### config.mk
export PLATFORM = sky130hd
export DESIGN_NAME = pipelined_cla_adder
export DESIGN_NICKNAME = d
export VERILOG_FILES = /design/src/rtl/cla_pkg.sv /design/src/rtl/cla_group4.sv /design/src/rtl/pipelined_cla_adder.sv
export SDC_FILE = /design/constraint.sdc
export NUM_CORES = 1
export LEC_CHECK = 0
export BUFFER_PORTS_ARGS = -buffer_cell sky130_fd_sc_hd__clkbuf_2
export CAP_MARGIN = 20
export CORE_AREA = 2 2 98 100
export CTS_CLUSTER_SIZE = 24
export DETAILED_ROUTE_END_ITERATION = 10
export DIE_AREA = 0 0 100 102
export PLACE_DENSITY = 0.79
export SLEW_MARGIN = 20
export SYNTH_ARGS = -nofsm -noshare
export SYNTH_HDL_FRONTEND = slang
export SYNTH_SLANG_ARGS = --single-unit
### constraint.sdc
create_clock -name clk -period 3.8 [get_ports clk]
set_input_delay 0.38 -clock clk [delete_from_list [all_inputs] [get_ports clk]]
set_output_delay 0.38 -clock clk [all_outputs]
set_load 0.03 [all_outputs]
### src/rtl/cla_pkg.sv
// Shared types and helpers for the pipelined carry-lookahead adder.
package cla_pkg;

    localparam int unsigned GROUP_W = 4;

    localparam logic OP_ADD = 1'b0;
    localparam logic OP_SUB = 1'b1;

    typedef struct packed {
        logic p;
        logic g;
    } gp_t;

    function automatic int unsigned ngroups(input int unsigned width);
        return width / GROUP_W;
    endfunction

endpackage

### src/rtl/cla_group4.sv
// Combinational 4-bit carry-lookahead group: sum bits plus group propagate/generate.
module cla_group4
    import cla_pkg::*;
(
    input  logic [GROUP_W-1:0] a,
    input  logic [GROUP_W-1:0] b,
    input  logic               cin,
    output logic [GROUP_W-1:0] s,
    output logic               P,
    output logic               G
);

    logic [GROUP_W-1:0] pb;
    logic [GROUP_W-1:0] gb;
    logic [GROUP_W-1:0] c;

    assign pb = a ^ b;
    assign gb = a & b;

    // Bit carries in two-level lookahead form, no ripple inside the group.
    assign c[0] = cin;
    assign c[1] = gb[0] | (pb[0] & cin);
    assign c[2] = gb[1] | (pb[1] & gb[0]) | (pb[1] & pb[0] & cin);
    assign c[3] = gb[2] | (pb[2] & gb[1]) | (pb[2] & pb[1] & gb[0])
                | (pb[2] & pb[1] & pb[0] & cin);

    assign s = pb ^ c;
    assign P = &pb;
    assign G = gb[3] | (pb[3] & gb[2]) | (pb[3] & pb[2] & gb[1])
             | (pb[3] & pb[2] & pb[1] & gb[0]);

endmodule

### src/rtl/pipelined_cla_adder.sv
// Pipelined add/sub CLA with valid/ready handshake; one operand slice per stage.
// Define CLA_SAT_EN to saturate the result on signed overflow.
module pipelined_cla_adder
    import cla_pkg::*;
#(
    parameter int unsigned WIDTH            = 32,
    parameter int unsigned GROUPS_PER_STAGE = 4
) (
    input  logic             clk,
    input  logic             rst_n,
    input  logic             in_valid,
    output logic             in_ready,
    input  logic [WIDTH-1:0] in_a,
    input  logic [WIDTH-1:0] in_b,
    input  logic             in_cin,
    input  logic             in_sub,
    output logic             out_valid,
    input  logic             out_ready,
    output logic [WIDTH-1:0] out_sum,
    output logic             out_cout,
    output logic             out_ovf,
    output logic             out_zero
);

    localparam int unsigned SW      = GROUP_W * GROUPS_PER_STAGE;
    localparam int unsigned NGROUPS = ngroups(WIDTH);
    localparam int unsigned NSTAGE  = NGROUPS / GROUPS_PER_STAGE;

    logic             adv;
    logic [WIDTH-1:0] b_eff;
    logic             c0;

    // Whole pipeline moves in lockstep; only a stalled output blocks it.
    assign adv      = ~out_valid | out_ready;
    assign in_ready = adv;

    assign b_eff = (in_sub == OP_SUB) ? ~in_b   : in_b;
    assign c0    = (in_sub == OP_SUB) ? ~in_cin : in_cin;

    for (genvar k = 0; k < NSTAGE; k++) begin : g_st
        localparam int unsigned LO  = k * SW;
        localparam int unsigned REM = WIDTH - LO;

        // Operand bits [WIDTH-1:LO] still to be added, plus the lower sum done so far.
        logic [REM-1:0]             a_s;
        logic [REM-1:0]             b_s;
        logic                       c_s;
        logic                       v_s;
        logic [SW-1:0]              s_s;
        logic [LO+SW-1:0]           sum_d;
        logic                       c_out;
        logic                       term;
        gp_t  [GROUPS_PER_STAGE-1:0] gp;
        logic [GROUPS_PER_STAGE:0]   gc;

        if (k == 0) begin : g_src
            assign a_s   = in_a;
            assign b_s   = b_eff;
            assign c_s   = c0;
            assign v_s   = in_valid & in_ready;
            assign sum_d = s_s;
        end else begin : g_src
            assign a_s   = g_st[k-1].g_reg.a_q;
            assign b_s   = g_st[k-1].g_reg.b_q;
            assign c_s   = g_st[k-1].g_reg.c_q;
            assign v_s   = g_st[k-1].g_reg.v_q;
            assign sum_d = {s_s, g_st[k-1].g_reg.sum_q};
        end

        for (genvar j = 0; j < GROUPS_PER_STAGE; j++) begin : g_grp
            cla_group4 u_grp (
                .a   (a_s[j*GROUP_W +: GROUP_W]),
                .b   (b_s[j*GROUP_W +: GROUP_W]),
                .cin (gc[j]),
                .s   (s_s[j*GROUP_W +: GROUP_W]),
                .P   (gp[j].p),
                .G   (gp[j].g)
            );
        end

        // Block lookahead: each group carry is a flat sum of G/P products and the stage carry-in.
        always_comb begin
            term  = 1'b0;
            gc    = '0;
            gc[0] = c_s;
            for (int j = 0; j < int'(GROUPS_PER_STAGE); j++) begin
                term = c_s;
                for (int i = 0; i <= j; i++) term = term & gp[i].p;
                gc[j+1] = term;
                for (int i = 0; i <= j; i++) begin
                    term = gp[i].g;
                    for (int m = i + 1; m <= j; m++) term = term & gp[m].p;
                    gc[j+1] = gc[j+1] | term;
                end
            end
        end

        assign c_out = gc[GROUPS_PER_STAGE];

        if (k < NSTAGE - 1) begin : g_reg
            logic [REM-SW-1:0] a_q;
            logic [REM-SW-1:0] b_q;
            logic [LO+SW-1:0]  sum_q;
            logic              c_q;
            logic              v_q;

            always_ff @(posedge clk) begin
                if (!rst_n) begin
                    a_q   <= '0;
                    b_q   <= '0;
                    sum_q <= '0;
                    c_q   <= 1'b0;
                    v_q   <= 1'b0;
                end else if (adv) begin
                    a_q   <= a_s[REM-1:SW];
                    b_q   <= b_s[REM-1:SW];
                    sum_q <= sum_d;
                    c_q   <= c_out;
                    v_q   <= v_s;
                end
            end
        end else begin : g_out
            logic             cmsb;
            logic             ovf_d;
            logic [WIDTH-1:0] res_d;

            // Carry into the MSB recovered from the MSB sum bit and its propagate.
            assign cmsb  = sum_d[WIDTH-1] ^ a_s[REM-1] ^ b_s[REM-1];
            assign ovf_d = cmsb ^ c_out;

`ifdef CLA_SAT_EN
            always_comb begin
                res_d = sum_d;
                if (ovf_d) begin
                    res_d = a_s[REM-1] ? {1'b1, {(WIDTH-1){1'b0}}}
                                       : {1'b0, {(WIDTH-1){1'b1}}};
                end
            end
`else
            assign res_d = sum_d;
`endif

            always_ff @(posedge clk) begin
                if (!rst_n) begin
                    out_valid <= 1'b0;
                    out_sum   <= '0;
                    out_cout  <= 1'b0;
                    out_ovf   <= 1'b0;
                    out_zero  <= 1'b0;
                end else if (adv) begin
                    out_valid <= v_s;
                    out_sum   <= res_d;
                    out_cout  <= c_out;
                    out_ovf   <= ovf_d;
                    out_zero  <= (res_d == '0);
                end
            end
        end
    end

endmodule

# == Yosys cells after proc, flatten, opt, wreduce, memory -nomap -nowiden ==
# Index checks and enable logic that the tools add are counted.
# W data, S select, Z words.
# classes
div_mod_pow,0
mux,2
mul,0
n_addsub,0
order_cmp,0
n_shift,0
reduce_logical,9
bitwise_logic,256
eq_ne,0
# op_table
cell,count
$and A1 B1 Y1,133
$or A1 B1 Y1,93
$xor A4 B4 Y4,16
$and A4 B4 Y4,8
$logic_not A32 Y1,1
$mux W32,1
$not A32 Y32,1
$reduce_and A4 Y1,8
$xor A1 B1 Y1,3
$not A1 Y1,2
$mux W1,1
# totals
in_bits,70
latchBits,0
ram_bits,0
output_inout_bits,37
rom_bits,0
mem_count,0
elab_cells,277
ff_bits,86

# == Logic depth before layout (Yosys ltp) ==
# Gate-level depths: netlist of the first run.
# depth
depth_word,16
mapped_depth,16

# == Hierarchy ==
# Synthesis of the first run repeated with hierarchy kept, for this count alone.
# hier_totals
hier_cells,599
hier_area_um2,4904.7
# modules_own_cells
mod,area_per_inst_um2,seq_area_each_um2,cells_each,instances
pipelined_cla_adder,3443.3,1721.7,423,1
cla_group4,182.7,0.0,22,8

# == Least setup slack after synthesis of the first run ==
# OpenSTA, ideal clock, no wires.
# synth_timing
path_type,input port to flip-flop
from,in in_sub
to,reg g_st[0].g_reg.sum_q[8]
setup_time_ns,0.059
cell_stages,15
arrival_time_ns,3.435
path_slack_ns,0.306
cell_sequence,buf_4 buf_1 buf_2 xor2_1 ha_1 nand3_1 o2111ai_2 a41oi_2 nand2_1 a21oi_1 inv_1 a21oi_1 fa_1 nand2_1 o211a_1
# synth_between
elab_chain_cells,10
# synth_rtl
item,line_no,source
start: declaration,pipelined_cla_adder.sv:16,"input logic in_sub,"
$mux W32,pipelined_cla_adder.sv:37,assign b_eff = (in_sub == OP_SUB) ? ~in_b : in_b;
$xor A4 B4 Y4 or $and A4 B4 Y4 (tied branches),"cla_group4.sv:17, cla_group4.sv:18",
$and A1 B1 Y1 (on tied branches),"cla_group4.sv:29, cla_group4.sv:30",
$or A1 B1 Y1 (tied with other cells),cla_group4.sv:29,assign G = gb[3] | (pb[3] & gb[2]) | (pb[3] & pb[2] & gb[1])
$or A1 B1 Y1 or $and A1 B1 Y1 (tied branches),"cla_group4.sv:29, cla_group4.sv:30",
$or A1 B1 Y1,cla_group4.sv:30,| (pb[3] & pb[2] & pb[1] & gb[0]);
$and A1 B1 Y1,pipelined_cla_adder.sv:92,for (int m = i + 1; m <= j; m++) term = term & gp[m].p;
$or A1 B1 Y1 (2 in series),pipelined_cla_adder.sv:93,gc[j+1] = gc[j+1] | term;
$xor A4 B4 Y4 (*),cla_group4.sv:27,assign s = pb ^ c;
end signal: assignment,pipelined_cla_adder.sv:117,sum_q <= sum_d;
end: declaration,pipelined_cla_adder.sv:103,logic [LO+SW-1:0] sum_q;
# Every way passes the cells marked *; elsewhere a longest branch is shown, timed or not.
# A chain may end at the register's enable or synchronous reset.

# == Worst setup path after layout of the first run ==
# layout_timing
from,reg g_st[0].g_reg.a_q[5]
to,reg out_zero
# layout_lines
item,line_no,source
start: declaration,pipelined_cla_adder.sv:101,logic [REM-SW-1:0] a_q;
start signal: assignment,pipelined_cla_adder.sv:115,a_q <= a_s[REM-1:SW];
$xor A4 B4 Y4 or $and A4 B4 Y4 (tied branches),"cla_group4.sv:17, cla_group4.sv:18",
$reduce_and A4 Y1 (tied with other cells),cla_group4.sv:28,assign P = &pb;
$and A1 B1 Y1 (tied with other cells),pipelined_cla_adder.sv:88,for (int i = 0; i <= j; i++) term = term & gp[i].p;
$or A1 B1 Y1 (on tied branches),"pipelined_cla_adder.sv:93, cla_group4.sv:30",
$or A1 B1 Y1 (*),pipelined_cla_adder.sv:93,
$xor A4 B4 Y4 (*),cla_group4.sv:27,
net g_st[1].g_grp[2].u_grp.s[0],cla_group4.sv:8,"output logic [GROUP_W-1:0] s,"
$logic_not A32 Y1 (*),pipelined_cla_adder.sv:155,out_zero <= (res_d == '0);
end signal: assignment,pipelined_cla_adder.sv:155,
end: declaration,pipelined_cla_adder.sv:22,output logic out_zero
# The timed path passes the listed nets; every way through them passes the cells marked *.

==> impl_metrics.env, run 1 <==
export IMPL_grt_util_all_layers_pct=21.9
export IMPL_p_leak_nw=2.82
export IMPL_start_kind="flip-flop"
export IMPL_worstPathCellList="ha_1, a2111oi_4, o21ai_2, and3_2, o21ai_0, nand2b_1, fa_1, nor4_1, nand4_1, nor3_1, nand3_1, nor4_1, a21o_1"
export IMPL_drc=0
export IMPL_critPathCaptureType="flip-flop"
export IMPL_syn_area_sq_mm=0.00493
export IMPL_total_power_w=0.00263
export IMPL_avgRoutedWirePerCell_um=14.4
export IMPL_power_density_mw_per_mm2=456
export IMPL_crit_family="simple AND/OR/NAND/NOR gates"
export IMPL_nFillCells=761
export IMPL_grt_overflow_total=0
export IMPL_design_core_area_sq_mm=0.00911
export IMPL_place_gp_congestion=0.931
export IMPL_antenna_left=0
export IMPL_clockBufferDepth=2
export IMPL_critPathMaxFanout=4
export IMPL_hold_end="g_st[0].g_reg.a_q[13]$_SDFFE_PN0N_"
export IMPL_start_util_pct=54.1
export IMPL_finalCriticalPeriod_ns=3.25
export IMPL_drtPass1Iterations=5
export IMPL_r2r_start="g_st[0].g_reg.a_q[5]$_SDFFE_PN0N_"
export IMPL_num_antenna_cells=0
export IMPL_drv_cap=0
export IMPL_vias=4168
export IMPL_die_w_um=100
export IMPL_numCtsBuffers=9
export IMPL_synth_fa_ha_area_share_pct=11.4
export IMPL_ir_worst_vdd_uv=241
export IMPL_critPathMaxStageDelay_ns=0.47
export IMPL_muxShareOfSynthArea_pct=0.228
export IMPL_synth_nets=673
export IMPL_syn_to_final_growth_pct=17.1
export IMPL_outcome="finished clean"
export IMPL_clk_pin_slew_ns=0.09
export IMPL_reg2reg_to="out_zero$_SDFFE_PN0N_"
export IMPL_worstHoldStart="in_a[29]"
export IMPL_cts_root_buf="clkbuf_8"
export IMPL_setup_viol=0
export IMPL_viasPerCell=5.42
export IMPL_fin_setup_tns_ns=0
export IMPL_yosysUniqueCellTypes=61
export IMPL_hold_buffers=0
export IMPL_hold_viol=0
export IMPL_syn_inst=563
export IMPL_syn_mean_instance_area_sq_um=8.76
export IMPL_grt_pass1_vias=3973
export IMPL_rsz0062_at_grt="false"
export IMPL_r2r_slack_ns=0.55
export IMPL_slew_violations=0
export IMPL_antenna_found_initial=0
export IMPL_post_cts_setup_buffer_count=0
export IMPL_die_area_sq_mm=0.0102
export IMPL_hold_depth=3
export IMPL_r2r_cells=13
export IMPL_cpMaxStageDelayCell="fa_1"
export IMPL_fp_row_count=35
export IMPL_nets=763
export IMPL_yosysWarnings=0
export IMPL_synthSimpleGateAreaFrac_pct=18.4
export IMPL_slew_headroom_pct=33.2
export IMPL_drtIter0Drc=184
export IMPL_hpwl_um=8430
export IMPL_cp_arrival_ns=3.56
export IMPL_clkLatencyLatePin_ns=0.35
export IMPL_grt_pass1_wl_um=18100
export IMPL_cpMostUsedCell="nor4_1"
export IMPL_grt_max_degree=73
export IMPL_postSynth_asyncResetShare_pct=0
export IMPL_worstMarginPinSlew_ns=1.00
export IMPL_worst_setup_path_type="reg2reg"
export IMPL_fmax_ghz=0.308
export IMPL_synth_compound_area_share_pct=20.9
export IMPL_required_ns=4.10
export IMPL_wl_um=11100
export IMPL_ctsResizeCount=0
export IMPL_die_y_um=102
export IMPL_ios=107
export IMPL_synth_edf_count=0
export IMPL_clkSinkCount=86
export IMPL_tritoncts="done"
export IMPL_hold_class="in2reg"
export IMPL_critPathBufInv=0
export IMPL_synth_ff_type="dfxtp_1"
export IMPL_yosysSeqAreaShare_pct=34.9
export IMPL_layout_drive_gt1_share_pct=22.2
export IMPL_synth_seq_cells=86
export IMPL_finalCritPeriodShare_pct=85.6
export IMPL_fin_skew_ns=0.0104
export IMPL_synth_top_family_by_area="compound AO/OA/AOI/OAI gates"
export IMPL_port_buffers=106
export IMPL_synth_xor_area_share_pct=9.61
export IMPL_htreeDepth=3
report_power, final:
part	internal, W	switching (W)	leakage (nW)	total (W)
Clock	0.000506	0.000331	0.130	0.000837
Sequential	0.00101	0.0000734	0.713	0.00108
Combinational	0.000299	0.000418	1.98	0.000717
through the flow:
step	hold WS, ns	utilization, %	instance area, sq um	cells	worst slack, ns
after floorplan	0.441	-	4930	563	0.306
after CTS	0.250	63.4	5770	769	0.578
after detailed placement	0.456	60.4	5510	753	0.588
final	0.256	63.4	5770	769	0.548
after global placement	0.448	60.4	5510	753	0.746
after global routing	0.254	63.4	5770	769	0.261
Yosys cell counts, types with 2 or more instances:
master    number  share of area, %
o21ai_0       18               1.8
xnor2_1       30               5.3
a211oi_1       2              0.30
o211ai_1       2              0.30
and3_1         2              0.25
nand2b_1       2              0.25
clkbuf_8       2              0.56
ha_1          32               8.1
nand3_1       16               1.6
fa_1           8               3.2
a21oi_1       12               1.2
nor4_1         7              0.89
a21boi_0      44               6.7
inv_1         20               1.5
or4_1          3              0.46
buf_1          2              0.15
clkbuf_1      27               2.1
a21o_1         3              0.46
xor2_1        21               3.7
o211a_1       26               5.3
nand4b_1       3              0.53
nor2_1        11              0.84
o21a_1         3              0.46
and2_1         9               1.1
nand2_1      129               9.8
nor3_1         5              0.51
nor2_2         2              0.25
nand4_1        4              0.51
dfxtp_1       86                35
tightest hold or removal path: cells and delay by family:
family,cells,cell delay (ns)
simple gates,1,0.04
buf+inv,1,0.08
compound gates,1,0.06
cells by family (layout without fill, tap and decap cells):
family | after synthesis | count (layout)
flip-flops | 86 | 86
AO/OA/AOI/OAI | 129 | 129
buffers and inverters | 53 | 148
XOR/XNOR | 52 | 52
multiplexers | 1 | 1
adder cells (fa/ha/maj) | 40 | 40
AND/OR/NAND/NOR | 202 | 202
registers in the layout (all words and copies together), names as in the netlist:
name              cells
out_sum              32
g_st.g_reg.a_q       16
g_st.g_reg.b_q       16
g_st.g_reg.sum_q     16
g_st.g_reg.c_q        1
g_st.g_reg.v_q        1
out_cout              1
out_ovf               1
out_valid             1
out_zero              1
final cells by class:
class / count / area (sq um) / area share, %
multi-input combinational: 424 / 2990 / 51.9
sequential: 86 / 1720 / 29.8
timing repair buffer: 112 / 576 / 9.97
clock inverter: 7 / 145 / 2.51
tap: 111 / 139 / 2.41
clock buffer: 9 / 124 / 2.15
inverter: 20 / 75.1 / 1.30
cells in the final DEF (no fill, tap or decap), types with 4 or more instances in the layout:
| master | count |
|---|---|
| buf_4 | 6 |
| clkbuf_2 | 106 |
| o21ai_0 | 18 |
| bufinv_16 | 4 |
| nor4_1 | 7 |
| inv_1 | 19 |
| xor2_1 | 21 |
| o211a_1 | 26 |
| a21boi_0 | 44 |
| ha_1 | 32 |
| nand3_1 | 16 |
| nor3_1 | 5 |
| a21oi_1 | 12 |
| nor2_1 | 11 |
| nand4_1 | 4 |
| and2_1 | 9 |
| fa_1 | 8 |
| clkbuf_8 | 9 |
| xnor2_1 | 30 |
| dfxtp_1 | 86 |
| nand2_1 | 129 |
worst max path at each step:
stage               depth (start not counted)                         startpoint                                  end
finish                                     13  g_st[0].g_reg.a_q[5]$_SDFFE_PN0N_                out_zero$_SDFFE_PN0N_
global route                               13  g_st[0].g_reg.a_q[5]$_SDFFE_PN0N_                out_zero$_SDFFE_PN0N_
CTS                                        13  g_st[0].g_reg.a_q[5]$_SDFFE_PN0N_                out_zero$_SDFFE_PN0N_
detailed placement                         13                             in_sub  g_st[0].g_reg.sum_q[8]$_SDFFE_PN0N_
global placement                           13  g_st[0].g_reg.a_q[5]$_SDFFE_PN0N_                out_zero$_SDFFE_PN0N_
floorplan                                  15                             in_sub  g_st[0].g_reg.sum_q[8]$_SDFFE_PN0N_
routing by layer:
metal	wire length, um	global-route usage, %
met4	218	6.32
met2	5560	39.3
met3	414	3.90
met5	0	0
met1	4870	27.1
No activity file was read; power rests on OpenSTA's default activity.
==> run 2, diff against run 1 <==
==> constraint.sdc (replaced) <==
create_clock -name clk -period 3.8 [get_ports clk]
set_input_delay 0.19 -clock clk [delete_from_list [all_inputs] [get_ports clk]]
set_output_delay 0.19 -clock clk [all_outputs]
set_load 0.03 [all_outputs]
==> impl_metrics.env, run 2 (synthesis gave the netlist of run 1 again) <==
export IMPL_avgRoutedWirePerCell_um=14.4
export IMPL_worstHoldStart="in_a[31]"
export IMPL_hold_buffers=0
export IMPL_wl_um=11000
export IMPL_layout_drive_gt1_share_pct=22.1
export IMPL_required_ns=4.11
export IMPL_fin_skew_ns=0.0102
export IMPL_port_buffers=106
export IMPL_critPathCaptureType="flip-flop"
export IMPL_hpwl_um=8270
export IMPL_hold_viol=0
export IMPL_hold_end="g_st[0].g_reg.a_q[15]$_SDFFE_PN0N_"
export IMPL_slew_violations=0
export IMPL_finalCriticalPeriod_ns=3.23
export IMPL_die_area_sq_mm=0.0102
export IMPL_drtIter0Drc=140
export IMPL_design_core_area_sq_mm=0.00911
export IMPL_start_util_pct=54.1
export IMPL_htreeDepth=3
export IMPL_busiest_layer="met2"
export IMPL_drc=0
export IMPL_post_cts_setup_buffer_count=0
export IMPL_hold_class="in2reg"
export IMPL_power_density_mw_per_mm2=441
export IMPL_slew_headroom_pct=52.6
export IMPL_most_common_layout_cells="nand2_1, clkbuf_2, dfxtp_1"
export IMPL_fp_row_count=35
export IMPL_finalCritPeriodShare_pct=85.0
export IMPL_setup_viol=0
export IMPL_r2r_cells=13
export IMPL_r2r_start="g_st[0].g_reg.b_q[5]$_SDFFE_PN0N_"
export IMPL_cp_arrival_ns=3.55
export IMPL_viasPerCell=5.45
export IMPL_clkLatencyLatePin_ns=0.36
export IMPL_worst_setup_path_type="reg2reg"
export IMPL_clk_pin_slew_ns=0.09
export IMPL_fmax_ghz=0.309
export IMPL_numCtsBuffers=9
export IMPL_grt_pass1_vias=3963
export IMPL_num_antenna_cells=0
export IMPL_globalRouteMet2Util_pct=39.8
export IMPL_ir_worst_vdd_uv=255
export IMPL_grt_util_all_layers_pct=22.0
export IMPL_antenna_found_initial=0
export IMPL_grt_pass1_wl_um=18100
export IMPL_tritoncts="done"
export IMPL_place_gp_congestion=0.878
export IMPL_syn_to_final_growth_pct=16.2
export IMPL_top_register="out_sum"
export IMPL_p_leak_nw=2.80
export IMPL_r2r_slack_ns=0.57
export IMPL_clkSinkCount=86
export IMPL_outcome="finished clean"
export IMPL_reg2reg_to="out_zero$_SDFFE_PN0N_"
export IMPL_grt_met1_usage_pct=26.6
export IMPL_drtPass1Iterations=5
export IMPL_clockBufferDepth=2
export IMPL_drv_cap=0
export IMPL_hold_depth=3
export IMPL_worstMarginPinSlew_ns=0.712
export IMPL_total_power_w=0.00252
export IMPL_ios=107
export IMPL_die_w_um=100
export IMPL_critPathMaxFanout=4
export IMPL_antenna_left=0
export IMPL_largest_reg_flops=32
export IMPL_grt_overflow_total=0
export IMPL_ctsResizeCount=0
export IMPL_rsz0062_at_grt="false"
export IMPL_die_y_um=102
export IMPL_fin_setup_tns_ns=0
export IMPL_start_kind="flip-flop"
export IMPL_final_common_cell="nand2_1"
export IMPL_vias=4188
export IMPL_grt_max_degree=73
export IMPL_grt_use_met3_pct=4.99
export IMPL_nets=762
export IMPL_cts_root_buf="clkbuf_8"
## run 2: cell types whose count changed in the layout (fill, tap and decap cells not counted), sizes merged
| cell | previous run | this run |
|---|---|---|
| buf | 6 | 5 |
| bufinv | 4 | 2 |
| clkbuf | 115 | 116 |
| clkinv | 1 | 2 |
## run 2: final cells by class
class / instances / area (sq um)
repair buffers: 111 / 568
clock buffers: 10 / 138
fillers: 801 / 3380
inverters: 20 / 75.1
clock inverters: 6 / 93.8
well taps: 111 / 139
multi-input cells: 424 / 2990
flip-flops and latches: 86 / 1720
## run 2: metrics by stage
stage | instance area [sq um] | setup WS, ns | instances | hold slack [ns] | utilization (%)
2_1_floorplan | 4930 | 0.496 | 563 | 0.337 | -
3_3_place_gp | 5500 | 0.748 | 752 | 0.427 | 60.4
3_5_place_dp | 5500 | 0.586 | 752 | 0.437 | 60.4
4_1_cts | 5730 | 0.570 | 768 | 0.0454 | 62.9
5_1_grt | 5730 | 0.315 | 768 | 0.0499 | 62.9
6_report | 5730 | 0.568 | 768 | 0.0554 | 62.9
## run 2: worst max-delay path by stage
| stage | cells past startpoint | to | slack (ns) | startpoint |
|---|---|---|---|---|
| 2_1_floorplan | 15 | g_st[0].g_reg.sum_q[8]$_SDFFE_PN0N_ | 0.50 | in_sub |
| 3_3_place_gp | 13 | out_zero$_SDFFE_PN0N_ | 0.75 | g_st[0].g_reg.a_q[5]$_SDFFE_PN0N_ |
| 3_5_place_dp | 13 | out_zero$_SDFFE_PN0N_ | 0.59 | g_st[0].g_reg.a_q[5]$_SDFFE_PN0N_ |
| 4_1_cts | 13 | out_zero$_SDFFE_PN0N_ | 0.57 | g_st[0].g_reg.a_q[5]$_SDFFE_PN0N_ |
| 5_1_grt | 13 | out_zero$_SDFFE_PN0N_ | 0.32 | g_st[0].g_reg.a_q[5]$_SDFFE_PN0N_ |
| 6_report | 13 | out_zero$_SDFFE_PN0N_ | 0.57 | g_st[0].g_reg.b_q[5]$_SDFFE_PN0N_ |
## run 2: power by group
part,leakage (nW),internal [W],switching (W),total [W]
combinational,1.97,0.000297,0.000414,0.000711
clock,0.113,0.000393,0.000342,0.000734
sequential,0.713,0.00101,0.0000714,0.00108
total,2.80,0.00170,0.000827,0.00252
## run 2: worst max-delay path, stage by stage (launching register included)
cell and delay, ns:
dfxtp_1 0.33, ha_1 0.36, a2111oi_4 0.38, o21ai_2 0.13, nand4_1 0.15, nand3_1 0.13, a21o_1 0.22, fa_1 0.46
nor3_1 0.24, nand4_1 0.13, nor3_1 0.20, nand3_1 0.11, nor4_1 0.20, a21o_1 0.15
## run 2: per-layer routing
metal  vias to the layer above  share of wire [%]  routed length (um)
li1                       2116                  -                   -
met1                      1963                 43                4800
met2                        93                 51                5580
met3                        16                4.4                 485
met4                         0                1.6                 175
met5                         -                  0                   0
